==> config.mk <==
export PLATFORM = sky130hd
export DESIGN_NAME = vga_vram_arbiter
export DESIGN_NICKNAME = d
export VERILOG_FILES = /design/src/rtl/vga_vram_arbiter.sv
export SDC_FILE = /design/constraint.sdc
export NUM_CORES = 1
export LEC_CHECK = 0
export ABC_AREA = 1
export ABC_CLOCK_PERIOD_IN_PS = 2400
export BUFFER_PORTS_ARGS = -buffer_cell sky130_fd_sc_hd__buf_2
export CAP_MARGIN = 20
export CORE_AREA = 2 2 124 126
export CTS_CLUSTER_DIAMETER = 40
export DETAILED_ROUTE_END_ITERATION = 8
export DIE_AREA = 0 0 126 128
export PLACE_DENSITY = 0.76
export SYNTH_ARGS = -nofsm -noshare
export SYNTH_HDL_FRONTEND = slang
export SYNTH_SLANG_ARGS = --single-unit
==> constraint.sdc <==
create_clock -name i_Clk -period 2.4 [get_ports i_Clk]
set_input_delay 0.48 -clock i_Clk [delete_from_list [all_inputs] [get_ports i_Clk]]
set_output_delay 0.48 -clock i_Clk [all_outputs]
set_load 0.005 [all_outputs]
==> src/rtl/vga_vram_arbiter.sv <==
// vga_vram_arbiter: shares one single-port video RAM between pixel scanout and a FIFO-buffered writer.
// Define VGA_VRAM_ARB_VBLANK_ONLY_EN to restrict FIFO draining to vertical blanking (tear-free).
module vga_vram_arbiter #(
  parameter int VIDEO_WIDTH = 3,
  parameter int ACTIVE_COLS = 640,
  parameter int ACTIVE_ROWS = 480,
  parameter int ADDR_WIDTH  = 19,
  parameter int FIFO_DEPTH  = 4
) (
  input  logic                          i_Clk,
  input  logic                          i_Rst,
  input  logic [9:0]                    i_Col_Count,
  input  logic [9:0]                    i_Row_Count,
  input  logic                          i_Wr_Valid,
  input  logic [ADDR_WIDTH-1:0]         i_Wr_Addr,
  input  logic [3*VIDEO_WIDTH-1:0]      i_Wr_Data,
  output logic                          o_Wr_Ready,
  output logic [ADDR_WIDTH-1:0]         o_Ram_Addr,
  output logic                          o_Ram_Wr_En,
  output logic [3*VIDEO_WIDTH-1:0]      o_Ram_Wr_Data,
  input  logic [3*VIDEO_WIDTH-1:0]      i_Ram_Rd_Data,
  output logic [VIDEO_WIDTH-1:0]        o_Red_Video,
  output logic [VIDEO_WIDTH-1:0]        o_Grn_Video,
  output logic [VIDEO_WIDTH-1:0]        o_Blu_Video,
  output logic [$clog2(FIFO_DEPTH):0]   o_Fifo_Level
);
  localparam int PW = $clog2(FIFO_DEPTH);
  localparam int DW = 3*VIDEO_WIDTH;
  localparam logic [9:0] COLS = 10'(ACTIVE_COLS);
  localparam logic [9:0] ROWS = 10'(ACTIVE_ROWS);
  localparam logic [PW:0] FULL = (PW+1)'(FIFO_DEPTH);
  typedef enum logic {DISPLAY, WRITE_WINDOW} owner_t;
  owner_t owner;
  logic active, vblank, full, push, pop, act_q;
  logic [ADDR_WIDTH-1:0] rd_cnt;
  logic [PW-1:0] wr_ptr, rd_ptr;
  logic [ADDR_WIDTH+DW-1:0] mem [FIFO_DEPTH];
  always_comb begin
    active = i_Col_Count < COLS && i_Row_Count < ROWS;
    vblank = i_Row_Count >= ROWS;
`ifdef VGA_VRAM_ARB_VBLANK_ONLY_EN
    owner = vblank ? WRITE_WINDOW : DISPLAY;
`else
    owner = active ? DISPLAY : WRITE_WINDOW;
`endif
    full = o_Fifo_Level == FULL;
    o_Wr_Ready = !full && !i_Rst;
    push = i_Wr_Valid && o_Wr_Ready;
    pop = owner == WRITE_WINDOW && o_Fifo_Level != '0;
    o_Ram_Wr_En = pop;
    // the counter clears on the first vblank edge; gate it so every vblank cycle already reads 0
    o_Ram_Addr = pop ? mem[rd_ptr][ADDR_WIDTH+DW-1:DW] : (vblank ? '0 : rd_cnt);
    o_Ram_Wr_Data = pop ? mem[rd_ptr][DW-1:0] : '0;
  end
  always_ff @(posedge i_Clk or posedge i_Rst) begin
    if (i_Rst) begin
      rd_cnt <= '0;
      wr_ptr <= '0;
      rd_ptr <= '0;
      o_Fifo_Level <= '0;
      act_q <= 1'b0;
      {o_Red_Video, o_Grn_Video, o_Blu_Video} <= '0;
    end else begin
      rd_cnt <= vblank ? '0 : (active ? rd_cnt + ADDR_WIDTH'(1) : rd_cnt);
      wr_ptr <= wr_ptr + PW'(push);
      rd_ptr <= rd_ptr + PW'(pop);
      o_Fifo_Level <= o_Fifo_Level + (PW+1)'(push) - (PW+1)'(pop);
      act_q <= active;
      {o_Red_Video, o_Grn_Video, o_Blu_Video} <= act_q ? i_Ram_Rd_Data : '0;
    end
  end
  always_ff @(posedge i_Clk) begin
    if (push) mem[wr_ptr] <= {i_Wr_Addr, i_Wr_Data};
  end
endmodule
[Word-level counts from Yosys, hierarchy flattened]
Memories as Yosys holds them, arrays and structs flattened.
Index checks and enable logic that the tools add are counted.
Storage, ports and cells
  bits of input ports: 60
  bits in registers: 36
  logic and storage cells: 35
  output and inout bits: 42
  memories kept: 1
  RAM bits: 112
Memories
  mem: depth 4, bits a word 28, read ports 1, clocked after Yosys merged registers in 0, write ports 1, line 37  | logic [ADDR_WIDTH+DW-1:0] mem [FIFO_DEPTH];
Operators by class
  multiplexer cells: 9
  eq/ne operators: 1
  $lt $le $gt $ge: 3
  reduce and logical (&&, ||, !) cells: 8
  add/sub/neg operators: 5
Operator list (count)
  $mux 19: 4
  $add 19x1->19 const B: 1
  $mux 9: 2
  $ge 10x9->1 const B: 1
  $lt 10x10->1 const B: 1
  $lt 10x9->1 const B: 1
  $add 2x1->2: 2
  $logic_and 1x1->1: 4
  $add 3x1->3: 1
  $eq 3x3->1 const B: 1
  $mux 1: 3
  $reduce_bool 3->1: 1
  $sub 3x1->3: 1
  $logic_not 1->1: 2
  $reduce_bool 2->1: 1

[Logic depth before layout (Yosys ltp)]
  depth after elaboration: 6
  depth in mapped cells: 13
  depth with buffers taken out: 12

[Worst setup path after synthesis]
Ideal clock, no wire load.
  path kind: reg2reg
  start: reg o_Fifo_Level[1]
  end: mem mem[1][0] (netlist bit), enable pin
  library setup time: 0.413 ns
  data arrival time: 2.159 ns
  clock period less this slack: 2.572 ns
  setup slack: -0.172 ns
  data required time: 1.987 ns
  stages on the path, launching flop included: 6
  buffers on the path: 0
  cells stage by stage: dfrtp_1 -> inv_1 -> a31oi_1 -> and2_1 -> nand2_1 -> nor2_1
Between the ends
  cells in the longest elaborated chain, start to end: 6
RTL lines
  start, declared: line 25  | output logic [$clog2(FIFO_DEPTH):0] o_Fifo_Level
  start signal, assigned: line 67  | o_Fifo_Level <= o_Fifo_Level + (PW+1)'(push) - (PW+1)'(pop);
  $eq 3x3->1: line 46  | full = o_Fifo_Level == FULL;
  $logic_not 1->1: line 47  | o_Wr_Ready = !full && !i_Rst;
  $logic_and 1x1->1: line 47
  net o_Wr_Ready: line 17  | output logic o_Wr_Ready,
  $logic_and 1x1->1: line 48  | push = i_Wr_Valid && o_Wr_Ready;
  $mux 1: line 73  | if (push) mem[wr_ptr] <= {i_Wr_Addr, i_Wr_Data};
  $mux 1 (implied by the code): line 73
  end, declared: line 37
The timed path passes the listed nets, and every way through them passes these cells.

[Final worst setup path]
  start: reg o_Fifo_Level[1]
  end: out o_Ram_Addr[17]
Between the ends
  cells in the longest elaborated chain, start to end: 3
RTL lines
  $reduce_bool 3->1: line 49  | pop = owner == WRITE_WINDOW && o_Fifo_Level != '0;
  $logic_and 1x1->1: line 49
  $mux 19: line 52  | o_Ram_Addr = pop ? mem[rd_ptr][ADDR_WIDTH+DW-1:DW] : (vblank ? '0 : rd_cnt);
  end, declared: line 18  | output logic [ADDR_WIDTH-1:0] o_Ram_Addr,
No other way between the ends.

==> insert_results.sql <==
INSERT INTO impl_metrics (metric_group, metric, value, unit) VALUES
('status', 'run_status', 'finished, final reports clean', ''),
('timing', 'whs', '0.170', 'ns'),
('grt', 'grt_start_max_net_pins', '58', ''),
('place', 'dp.cells', '869', ''),
('clock_tree', 'tritoncts_clock_tree', 'built', ''),
('synthesis', 'synthMostInstantiatedCell', 'sky130_fd_sc_hd__edfxtp_1', ''),
('power', 'peakVddDrop', '0.000764', 'V'),
('synthesis', 'ys_types', '34', ''),
('clock_tree', 'worst_skew_pair.late_latency', '0.42', 'ns'),
('route', 'firstDrtPassIters', '5', ''),
('critical_path', 'crit_path_max_fanout', '28', ''),
('timing', 'timing.final.hold_violations', '0', ''),
('route', 'wire_per_inst', '15.6', 'um'),
('synthesis', 'post_synth_inst_count', '602', ''),
('synthesis', 'yosysWarnings', '0', ''),
('die', 'core_area', '14900', 'sq um'),
('cells_and_area', 'final_nets', '767', ''),
('synthesis', 'yosysSeqAreaShare', '65.4', '%'),
('timing', 'timing_max_transition_violations_final', '0', ''),
('grt', 'grt_pass1_vias', '4353', ''),
('route', 'detail_route.iter0.violations', '404', ''),
('synthesis', 'synth_common_cells', 'sky130_fd_sc_hd__edfxtp_1 (112), sky130_fd_sc_hd__nand2_1 (105), sky130_fd_sc_hd__nor2_1 (102)', ''),
('critical_path', 'ff2ff_setup_slack', '0.24', 'ns'),
('clock_tree', 'cts_buffer_depth', '2', ''),
('critical_path', 'critical_path_arrival', '1.82', 'ns'),
('synthesis', 'synth_area_per_cell', '10.8', 'sq um'),
('synthesis', 'synth_top_area_share', '51.6', '%'),
('synthesis', 'synth_nets', '668', ''),
('die', 'floorplan.initialDensity', '43.8', '%'),
('die', 'floorplan.io_pins', '102', ''),
('critical_path', 'max_stage_delay', '0.40', 'ns'),
('cells_and_area', 'syn2layout_area_growth', '21.3', '%'),
('route', 'wl', '14.0', 'mm'),
('critical_path', 'crit_path_start_kind', 'register', ''),
('cells_and_area', 'drive_above_1_share', '24.2', '%'),
('synthesis', 'synth_seq_cells', '148', ''),
('die', 'std_cell_rows', '45', ''),
('clock_tree', 'cts_max_level', '4', ''),
('timing', 'max_slew.worst_pin.slew', '0.479', 'ns'),
('synthesis', 'ys_top_cells_by_area', 'sky130_fd_sc_hd__edfxtp_1 (52%), sky130_fd_sc_hd__dfrtp_1 (14%), sky130_fd_sc_hd__nand2_1 (6.0%)', ''),
('timing', 'finalSetupViolations', '0', ''),
('critical_path', 'crit_family', 'simple AND/OR/NAND/NOR gates', ''),
('die', 'dieWidth', '126', 'um'),
('clock_tree', 'path_clk_slew', '0.06', 'ns'),
('timing', 'period_needed', '2.30', 'ns'),
('synthesis', 'mappedNetlistArea', '6520', 'sq um'),
('timing', 'layout_worst_path_cycle_share', '95.8', '%'),
('critical_path', 'cpMaxStageDelayCell', 'sky130_fd_sc_hd__dfrtp_1', ''),
('route', 'via_per_instance_ratio', '5.15', ''),
('grt', 'global_route.overflow_total', '0', ''),
('route', 'final_antenna_net_count', '0', ''),
('clock_tree', 'root_buffer', 'sky130_fd_sc_hd__clkbuf_16', ''),
('grt', 'global_route_wire_length_before_repair', '22.0', 'mm'),
('clock_tree', 'cts_made_buffers', '17', ''),
('critical_path', 'critPathKind', 'register to output pin', ''),
('place', 'io_buffers', '89', ''),
('worst_hold_path', 'worstHoldPathType', 'input pin to asynchronous set/reset pin', ''),
('timing', 'fmax', '435', 'MHz'),
('critical_path', 'critical_path.endpoint_type', 'output pin', ''),
('route', 'drt_drc_violations_left', '0', ''),
('die', 'die_h', '128', 'um'),
('synthesis', 'synthFlopType', 'sky130_fd_sc_hd__edfxtp_1', ''),
('place', 'dp.final_hpwl', '8.45', 'mm'),
('route', 'route.vias.total', '4641', ''),
('critical_path', 'worstPathRequired', '1.92', 'ns'),
('timing', 'timing.slew.headroom', '68.0', '%'),
('critical_path', 'ordered_list_of_cells_on_the_worst_path', 'inv_1, nand3b_1, nand2_4, buf_8, nand3_1, nand2_1, buf_2', ''),
('critical_path', 'critical_path.n_buffers_inverters', '3', ''),
('grt', 'globalRouteTotalUtil', '17.8', '%'),
('clock_tree', 'clock_sinks', '148', ''),
('cells_and_area', 'diodes', '0', '');
[worst paths after layout]
check,start,endpoint,cells past startpoint
setup / recovery,o_Fifo_Level[1],o_Ram_Addr[17],7
max in group asynchronous,i_Rst,rd_ptr[0],3
min in group i_Clk,i_Ram_Rd_Data[7],o_Red_Video[1],3
hold / removal,i_Rst,wr_ptr[0],3
setup reg to reg,o_Fifo_Level[1],o_Fifo_Level[2],10
hold reg to reg,wr_ptr[1],wr_ptr[1],1
[routing by layer]
metal,up-vias,part of all wire (%),track usage [%]
met5,-,0.093,0
met4,2,1.1,5.62
met3,15,7.5,4.97
met2,186,50,30.4
met1,2176,42,22.0
li1,2262,-,-
[final cells by class]
class                   count  area, sq um
clock buffers              24          543
clock inverters             8         60.1
fillers                  1281         6960
inverters                  40          153
multi-input cells         385         1920
flip-flops and latches    148         4270
well taps                 188          235
repair buffers            109          731
[placed cells by master, fill, tap and decap left out, drive strengths merged, types with 5 or more instances in the layout]
master,Yosys,routed
edfxtp,112,112
dfrtp,36,36
ha,5,5
clkbuf,8,25
nand3,45,45
buf,21,108
nand4,5,5
a21oi,15,15
inv,39,41
nor2,108,108
o21ai,63,63
nand2,109,109
clkinv,1,7
xor2,6,6
o22ai,19,19
[what timing repair did]
| action | in CTS | in global routing |
|---|---|---|
| setup endpoints to repair | 11 | 9 |
| pin swaps | 0 | 1 |
| cloned | 0 | 1 |
| gates resized for setup | 6 | 9 |
| hold buffers | 0 | 0 |
[worst reg2reg max path, cell delays in order, from the launching register on]
cell	delay, ns
sky130_fd_sc_hd__dfrtp_1	0.38
sky130_fd_sc_hd__inv_1	0.10
sky130_fd_sc_hd__a31oi_1	0.21
sky130_fd_sc_hd__and2_1	0.18
sky130_fd_sc_hd__inv_1	0.05
sky130_fd_sc_hd__ha_1	0.26
sky130_fd_sc_hd__inv_1	0.04
sky130_fd_sc_hd__ha_1	0.18
sky130_fd_sc_hd__fa_1	0.37
sky130_fd_sc_hd__xnor2_1	0.14
sky130_fd_sc_hd__xor2_1	0.14
[kinds of logic after synthesis]
logic type,after synthesis,synth area share [%]
XOR/XNOR,7,0.941
buffers and inverters,69,5.39
adder cells (fa/ha/maj),6,1.27
AND/OR/NAND/NOR,270,18.5
flip-flops,148,65.4
AO/OA/AOI/OAI,102,8.49
[sequential cells by signal, summed over array words and instances, names as in the netlist, 2 cells and up]
name	cells
wr_ptr	2
mem	112
o_Red_Video	3
rd_ptr	2
o_Grn_Video	3
rd_cnt	19
o_Fifo_Level	3
o_Blu_Video	3
[stage by stage]
| stage | setup slack [ns] | utilization [%] | total power (W) | cell area, sq um | setup TNS [ns] |
|---|---|---|---|---|---|
| 2_1_floorplan | -0.172 | - | 0.00475 | 6520 | -19.28 |
| 3_3_place_gp | 0.0613 | 48.6 | 0.00560 | 7220 | 0 |
| 3_5_place_dp | 0.0339 | 48.6 | 0.00565 | 7220 | 0 |
| 4_1_cts | 0.0176 | 52.8 | 0.00828 | 7850 | 0 |
| 5_1_grt | -0.00629 | 53.2 | 0.00882 | 7910 | -0.00629 |
| 6_report | 0.101 | 53.2 | 0.00836 | 7910 | 0 |
[power by group]
group	total (W)	leakage [nW]	internal [W]	switching, W
logic	0.00257	1.44	0.000998	0.00157
clock network	0.00260	0.303	0.00159	0.00101
registers	0.00319	1.50	0.00307	0.000126
total	0.00836	3.24	0.00566	0.00270
Note: power is estimated with default switching activity, not from simulation.
